<file path="src/rtl/mem_uart_tx.sv">
// mem_uart_tx: streams a block of bytes out of memory onto an 8N1 serial line.
// Each byte is fetched through the shared memory mux, and the mux is held
// with tx_en for the whole block. After the fetch latency the byte is shifted
// out LSB first.
//
// state | meaning
// ------+-------------------------------------------------------------
// IDLE  | line high, waiting for start (ignored while done is pulsing)
// FETCH | tx_ad stable, waiting RD_LAT cycles for read data
// START | start bit (low) for CLKS_PER_BIT cycles
// DATA  | 8 data bits LSB first, CLKS_PER_BIT cycles each
// STOP  | stop bit (high), then one byte fewer remaining
// NEXT  | step address and fetch again, or finish the block
module mem_uart_tx #(
  parameter int CLKS_PER_BIT = 434,
  parameter int RD_LAT       = 3
) (
  input  logic        clk,
  input  logic        rst_n,
  input  logic        start,
  input  logic [14:0] base_ad,
  input  logic [14:0] length,
  input  logic [7:0]  TX_data,
  output logic        tx_en,
  output logic [14:0] tx_ad,
  output logic        tx_serial,
  output logic        busy,
  output logic        done
);

  // One shared down-counter times both the fetch wait and the bit periods.
  localparam int CNT_MAX = (CLKS_PER_BIT > RD_LAT) ? CLKS_PER_BIT : RD_LAT;
  localparam int CW      = (CNT_MAX > 2) ? $clog2(CNT_MAX) : 1;
  localparam logic [CW-1:0] BIT_LOAD   = CW'(CLKS_PER_BIT - 1);
  localparam logic [CW-1:0] FETCH_LOAD = CW'(RD_LAT - 1);

  typedef enum logic [2:0] {IDLE, FETCH, START, DATA, STOP, NEXT} state_t;

  state_t        state_q, state_d;
  logic [CW-1:0] cnt_q, cnt_d;
  logic [2:0]    bit_q, bit_d;
  logic [7:0]    shift_q, shift_d;
  logic [14:0]   ad_q, ad_d;
  logic [14:0]   rem_q, rem_d;
  logic          ser_q, ser_d;
  logic          done_q, done_d;

  // Register all FSM and datapath state; reset parks the line high in IDLE.
  always_ff @(posedge clk or negedge rst_n) begin
    if (!rst_n) begin
      state_q <= IDLE;
      cnt_q   <= '0;
      bit_q   <= '0;
      shift_q <= '0;
      ad_q    <= '0;
      rem_q   <= '0;
      ser_q   <= 1'b1;
      done_q  <= 1'b0;
    end else begin
      state_q <= state_d;
      cnt_q   <= cnt_d;
      bit_q   <= bit_d;
      shift_q <= shift_d;
      ad_q    <= ad_d;
      rem_q   <= rem_d;
      ser_q   <= ser_d;
      done_q  <= done_d;
    end
  end

  // Next-state, counters and the next value of the registered serial line.
  always_comb begin
    state_d = state_q;
    cnt_d   = cnt_q;
    bit_d   = bit_q;
    shift_d = shift_q;
    ad_d    = ad_q;
    rem_d   = rem_q;
    done_d  = 1'b0;
    ser_d   = 1'b1;

    case (state_q)
      IDLE: begin
        // The done cycle is already IDLE, so gate on done_q to make a
        // start that coincides with the pulse count as ignored.
        if (start && !done_q) begin
          rem_d = length;
          if (length == 15'd0) begin
            state_d = NEXT;
          end else begin
            ad_d    = base_ad;
            cnt_d   = FETCH_LOAD;
            state_d = FETCH;
          end
        end
      end
      FETCH: begin
        if (cnt_q == '0) begin
          shift_d = TX_data;
          cnt_d   = BIT_LOAD;
          state_d = START;
        end else begin
          cnt_d = cnt_q - 1'b1;
        end
      end
      START: begin
        if (cnt_q == '0) begin
          cnt_d   = BIT_LOAD;
          bit_d   = 3'd0;
          state_d = DATA;
        end else begin
          cnt_d = cnt_q - 1'b1;
        end
      end
      DATA: begin
        if (cnt_q == '0) begin
          cnt_d = BIT_LOAD;
          if (bit_q == 3'd7) begin
            state_d = STOP;
          end else begin
            bit_d   = bit_q + 3'd1;
            shift_d = {1'b0, shift_q[7:1]};
          end
        end else begin
          cnt_d = cnt_q - 1'b1;
        end
      end
      STOP: begin
        if (cnt_q == '0) begin
          rem_d   = rem_q - 15'd1;
          state_d = NEXT;
        end else begin
          cnt_d = cnt_q - 1'b1;
        end
      end
      NEXT: begin
        if (rem_q != 15'd0) begin
          ad_d    = ad_q + 15'd1;
          cnt_d   = FETCH_LOAD;
          state_d = FETCH;
        end else begin
          done_d  = 1'b1;
          cnt_d   = '0;
          bit_d   = 3'd0;
          state_d = IDLE;
        end
      end
      default: state_d = IDLE;
    endcase

    // Line level follows the state being entered so it is aligned with it.
    if (state_d == START)
      ser_d = 1'b0;
    else if (state_d == DATA)
      ser_d = shift_d[0];
  end

  assign busy      = (state_q != IDLE);
  assign tx_en     = busy;
  assign tx_ad     = ad_q;
  assign tx_serial = ser_q;
  assign done      = done_q;

endmodule

</file>
<file path="config.mk">
export PLATFORM = sky130hd
export DESIGN_NAME = mem_uart_tx
export DESIGN_NICKNAME = d
export VERILOG_FILES = /design/src/rtl/mem_uart_tx.sv
export SDC_FILE = /design/constraint.sdc
export NUM_CORES = 1
export LEC_CHECK = 0
export CAP_MARGIN = 10
export CORE_UTILIZATION = 35
export DETAILED_ROUTE_END_ITERATION = 10
export PLACE_DENSITY = 0.57
export SYNTH_ARGS = -nofsm -noshare
export SYNTH_HDL_FRONTEND = slang
export SYNTH_SLANG_ARGS = --single-unit
</file>
<file path="constraint.sdc">
create_clock -name clk -period 5.55 [get_ports clk]
set_clock_uncertainty 0.1 [all_clocks]
set_input_delay 0.555 -clock clk [delete_from_list [all_inputs] [get_ports clk]]
set_output_delay 0.555 -clock clk [all_outputs]
set_load 0.05 [all_outputs]
</file>
==> reports/results.ini, run 1 <==
[status]
status = finished, final reports clean

[clock_tree]
clk_latency_ps = 330
cts.sinks = 55
cts_setup_buffers = 0
cts_resized = 0
cts.clk_slew.worst_paths_ps = 110
postCtsHoldBufs = 0
cts_max_level = 2
cts_root_buffer = clkbuf_8
tritoncts = done
cts_buffer_depth = 2
cts_inserted_buffers = 5

[placement]
portBuffers = 59
hpwl_um = 6550
gp_congestion = 0.819
place_area_um2 = 4090

[critical_path]
crit_path_start_kind = register
criticalPathCategory = register to output pin
cp_max_fo = 22
crit_required_ps = 4890
worstPathArrival_ps = 2450
endpoint_kind = output pin

[logic_synthesis]
synth_top_area_share_pct = 39.5
syn-num-nets = 437
synth_seq_cells = 55
yosysWarnings = 0
post-synth-top-area-cell = dfrtp_1
ys.flop_type = dfrtp_1
netlist_instances = 390
syn_avg_cell_area_um2 = 8.77
yosysSeqAreaShare_pct = 40.3
syn_area_um2 = 3420
synth_area_leaders = dfrtp_1 40%, nand2_1 5.4%, a21oi_1 4.4%, o21ai_0 4.1%, nor2_1 3.6%
yosys-top-cells-count = 54 x dfrtp_1, 49 x nand2_1, 33 x nor2_1, 30 x a21oi_1, 28 x o21ai_0
synth_most_common_cell = dfrtp_1
synth-edff-count = 0
synthDistinctLibCells = 61
async_reset_ff_share_pct = 100

[timing]
hold_violations = 0
fin_tns_setup_ps = 0
maxSlewHeadroom_pct = 20.9
max_freq_mhz = 323
rsz0062_at_grt = false
period_share_pct = 55.9
holdWs_ps = 261
worst_pin_slew_ps = 1180
min_period_ps = 3100
setup_violations = 0
maxSlewViolCount = 0

[global_routing]
grt_pass1_vias = 2959
grt_overflow = 0
grt_usage_pct = 19.3
antenna_found_initial = 0
grt_max_degree = 56
grt_pass1_wl_um = 15300

[die]
io_pins = 60
die_y_um = 101
core-area_um2 = 9370
die_x_um = 101
initial_core_util_pct = 36.5
rows = 35
dieArea_um2 = 10200

[power_and_ir_drop]
ir_drop_uv = 84.5
powerDensity_nw_per_um2 = 176
leakage_uw = 0.00166

[drt]
detailroute.via_count = 3218
wl_um = 9310
drt_iter0_markers = 135
ant_nets = 0
wl_per_cell_um = 16.3
dr.pass1.iters = 5
drc = 0
via_per_inst = 5.65

[flow_run]
cap_violations = 0

[finish]
finalInstanceArea_um2 = 4190
fin_util_pct = 44.7
layout-drive-gt1-share_pct = 7.26
antennaDiodeCount = 0
areaGrowthSynthToFinish_pct = 22.4
final_nets = 487

[hold_path]
hold_class = input port to async pin

==> cell type report <==
cell class              instances  area, um^2
fillers                       958        5180
inverters                      10        37.5
repair buffers                 63         616
multi-input cells             305        1900
clock inverters                 3        26.3
clock buffers                   5        68.8
well taps                     129         161
flip-flops and latches         55        1380
==> logic make-up (layout without fill, tap and decap cells) <==
group,after synthesis,count (layout),share of synthesized area (%)
multiplexers,5,5,1.50
AND/OR/NAND/NOR,162,162,26.5
adder cells (fa/ha/maj),6,6,2.19
buffers and inverters,30,81,4.17
AO/OA/AOI/OAI,132,132,25.4
flip-flops,55,55,40.3
==> routing by layer <==
layer / GRT usage, % / wire length (um)
met5: 0 / 0
met3: 2.50 / 283
met1: 28.1 / 4660
met4: 5.69 / 89
met2: 29.8 / 4280
==> worst max-delay path, stage by stage (launching register included) <==
cell and delay [ps]:
dfrtp_1 780, or3_1 450, clkdlybuf4s50_1 890
==> final timing paths <==
| path | startpoint | to | slack [ps] | cells after the start |
|---|---|---|---|---|
| min in group clk | shift_q[5] | shift_q[5] | 380 | 2 |
| worst max register to register | state_q[2] | cnt_q[6] | 2680 | 4 |
| worst min-delay path | rst_n | cnt_q[3] | 260 | 2 |
| max in group asynchronous | rst_n | tx_ad[6] | 4590 | 2 |
| worst min register to register | shift_q[5] | shift_q[5] | 380 | 2 |
| worst max-delay path | state_q[2] | tx_en | 2450 | 2 |
==> power by group <==
part	internal, uW	switching, uW	total [uW]
Combinational	40.3	37.3	77.5
Sequential	407	6.32	414
Clock	93.5	154	247
==> cell usage in the layout, fill, tap and decap left out, types with 2 or more instances in the layout <==
cell type         n
nor4_2            2
o2bb2ai_1         7
clkdlybuf4s50_1  58
nor2_2            2
o21ai_0          28
a32o_1            3
ha_1              6
inv_1            10
nor3_1           10
a31oi_1           6
inv_6             2
clkbuf_8          5
a211oi_1          2
or4_4             2
nand2_1          49
and2_1            3
buf_4             4
a22o_1            4
o22ai_1           8
or4_1             2
a21oi_1          30
nor4_4            2
a311oi_1          7
o32a_1            3
nor4_1            9
o221a_2           2
nand3_1          13
o21ai_1          10
a32oi_1           3
nor2_1           33
mux2i_1           4
a22oi_1           9
or3_1             5
and4_1            3
o211ai_1          3
nand2b_1          7
dfrtp_1          54
nand4_1           6
==> metrics by stage <==
| step | worst slack (ps) | total power [uW] | std cells |
|---|---|---|---|
| global placement | 2700 | 499 | 562 |
| floorplan | 3370 | 449 | 390 |
| global route | 2360 | 769 | 570 |
| finish | 2450 | 738 | 570 |
| CTS | 2480 | 750 | 570 |
| detailed placement | 2660 | 499 | 562 |
==> state kept, by name (all words and copies together) (netlist names) <==
signal and count:
cnt_q 9, done 1, state_q 3, rem_q 15
tx_ad 15, tx_serial 1, bit_q 3, shift_q 8
No activity file was read; power rests on OpenSTA's default activity.
==> run 2, diff against run 1 <==
- PLACE_DENSITY: 0.57 -> 0.59
- clock period: 5.55 -> 2.64 ns (I/O delays scaled with it)
==> run 2 against run 1 <==
  * The flow now finishes with violations (negative hold slack)
  * Die area did not move
  * Sequential power increased by 110%
  * Critical path depth grew 5
  * Global-route usage barely moved
  * Non-clock buffer count grew 16
  * Utilization up 1.3 points
  * Power rose by 110%
  * Hold slack worse by 300 ps
  * Via count grew 3.1%
  * Combinational power is 110% higher
  * Clock-buffer cell count stayed put
  * Largest cell class unchanged
  * Highest routed layer unchanged
==> reports/results.ini, run 2 (synthesized netlist as in run 1, its figures left out) <==
[status]
status = complete, but fails checks
failed_checks = negative hold slack

[critical_path]
critPathTopFamily = simple AND/OR/NAND/NOR gates
cp-endpoint = tx_ad[7]
r2r_cells = 7  ; +3
critPathSlowestCell = or4_4
r2r_start = rem_q[0]
cp_common_cell = a311oi_1
crit_required_ps = 2730  ; -2160 ps
criticalPathCategory = register to register
critPathLaunch = rem_q[0]
crit_path_start_kind = register
cp_max_fo = 6  ; -73%
path_depth = 7  ; +5
r2r-end = tx_ad[7]
critPathBufInv = 1  ; unchanged
rrSetupSlack_ps = 250  ; -2430 ps
worstPathArrival_ps = 2480  ; +30 ps
endpoint_kind = register
cpPeakStageDelay_ps = 540  ; -350 ps
crit_chain = inv_1 -> ha_1 -> nor4b_4 -> nand2_2 -> or4_4 -> a311oi_1 -> a311oi_1

[power_and_ir_drop]
leakage_uw = 0.00174  ; +4.6%
powerDensity_nw_per_um2 = 356  ; +100%
p_seq_share_pct = 56.7  ; +0.7 points
ir_drop_uv = 207  ; +140%
p_sw_uw = 400  ; +100%
intPower_uw = 1130  ; +110%
power.total_uw = 1530  ; +110%
power_frac_comb_pct = 10.8  ; +0.3 points
power.share.clock_pct = 32.5  ; -1.0 points
sw_frac_of_total_pct = 26.1  ; -0.66 points

[global_routing]
grt_pass1_vias = 3113  ; +5.2%
grt_max_degree = 41  ; -27%
grt_usage_pct = 19.3  ; -0.036 points
grt_overflow = 0  ; unchanged
grt_pass1_wl_um = 15400  ; +0.95%
antenna_found_initial = 0  ; unchanged

[timing]
fin_tns_setup_ps = 0  ; unchanged
rsz0062_at_grt = false
maxSlewViolCount = 0  ; unchanged
min_period_ps = 2390
period_share_pct = 90.5
holdWs_ps = -40.5  ; -302 ps
hold_violations = 37  ; +37
setup_violations = 0  ; unchanged
max_freq_mhz = 418
worst_pin_slew_ps = 937  ; -244 ps
maxSlewHeadroom_pct = 37.5  ; +17 points

[die]
rows = 35  ; unchanged
die_x_um = 101  ; unchanged
die_y_um = 101  ; unchanged
dieArea_um2 = 10200  ; unchanged
io_pins = 60  ; unchanged
core-area_um2 = 9370  ; unchanged
initial_core_util_pct = 36.5  ; unchanged

[drt]
wl_um = 9340  ; +0.37%
drt_iter0_markers = 178  ; +32%
detailroute.via_count = 3318  ; +3.1%
via_per_inst = 5.66  ; +0.29%
wl_per_cell_um = 15.9  ; -2.4%
drc = 0  ; unchanged
ant_nets = 0  ; unchanged
dr.pass1.iters = 5  ; unchanged

[finish]
layoutNonFillerInstCount = 586  ; +2.8%
areaGrowthSynthToFinish_pct = 25.9
antennaDiodeCount = 0  ; unchanged
layout-drive-gt1-share_pct = 11.2  ; +3.9 points
final_nets = 503  ; +3.3%
mostFrequentLayoutCell = clkdlybuf4s50_1
layout_common_cells = 56 x clkdlybuf4s50_1, 54 x dfrtp_1, 49 x nand2_1

[clock_tree]
tritoncts = done
cts_inserted_buffers = 5  ; unchanged
cts_resized = 0  ; unchanged
postCtsHoldBufs = 0  ; unchanged
cts.sinks = 55  ; unchanged
clk_latency_ps = 320  ; about the same
cts_setup_buffers = 0  ; unchanged
cts.clk_slew.worst_paths_ps = 110  ; about the same
cts_buffer_depth = 2  ; unchanged
cts_root_buffer = clkbuf_8
cts_max_level = 2  ; unchanged

[placement]
hpwl_um = 6980  ; +6.5%
portBuffers = 59  ; unchanged
placed_cells = 578  ; +2.8%
gp_congestion = 0.860  ; +4.9%

[hold_path]
hold_class = input port to async pin

[flow_run]
cap_violations = 0  ; unchanged

run 2: cell types whose count changed in the layout (fill, tap and decap cells not counted), sizes merged:
cell / before / now
buf: 5 / 23
inv: 12 / 10
clkinv: 1 / 2
clkdlybuf4s50: 58 / 56
clkinvlp: 0 / 1
run 2: how the worst min path moves through the flow:
stage | startpoint | endpoint | slack [ps] | cells after the start
4_1_cts | rst_n | rem_q[12] | 20 | 1
3_3_place_gp | shift_q[2] | shift_q[2] | 360 | 2
5_1_grt | rst_n | rem_q[12] | 30 | 1
3_5_place_dp | rst_n | rem_q[2] | 360 | 1
6_report | rst_n | rem_q[2] | -40 | 1
2_1_floorplan | rst_n | bit_q[0] | -130 | 0
run 2: routing by layer:
layer,vias to the layer above,track usage (%),share of wire [%]
met5,-,0,0
met2,97,31.6,46
met1,1591,26.8,47
li1,1617,-,-
met4,0,5.13,1.6
met3,13,2.57,4.8
run 2: power by group through the flow:
| stage | combinational, uW | clock [uW] | sequential [uW] |
|---|---|---|---|
| 2_1_floorplan | 42.1 | 0 | 902 |
| 3_3_place_gp | 167 | 0 | 885 |
| 3_5_place_dp | 167 | 0 | 885 |
| 4_1_cts | 168 | 511 | 869 |
| 5_1_grt | 180 | 542 | 872 |
| 6_report | 165 | 498 | 869 |
run 2: per-stage QoR:
| step | instance area [um^2] | util, % | setup slack [ps] |
|---|---|---|---|
| 6_report | 4310 | 45.9 | 250 |
| 2_1_floorplan | 3420 | - | 464 |
| 5_1_grt | 4310 | 45.9 | 22.6 |
| 3_3_place_gp | 4210 | 44.9 | 197 |
| 4_1_cts | 4300 | 45.9 | 196 |
| 3_5_place_dp | 4210 | 44.9 | 168 |
run 2: final cells by class:
class | instances | area [um^2]
Clock buffer | 5 | 68.8
Timing Repair Buffer | 79 | 731
Multi-Input combinational cell | 305 | 1900
Inverter | 10 | 37.5
Fill cell | 966 | 5070
Clock inverter | 3 | 25.0
Sequential cell | 55 | 1380
Tap cell | 129 | 161
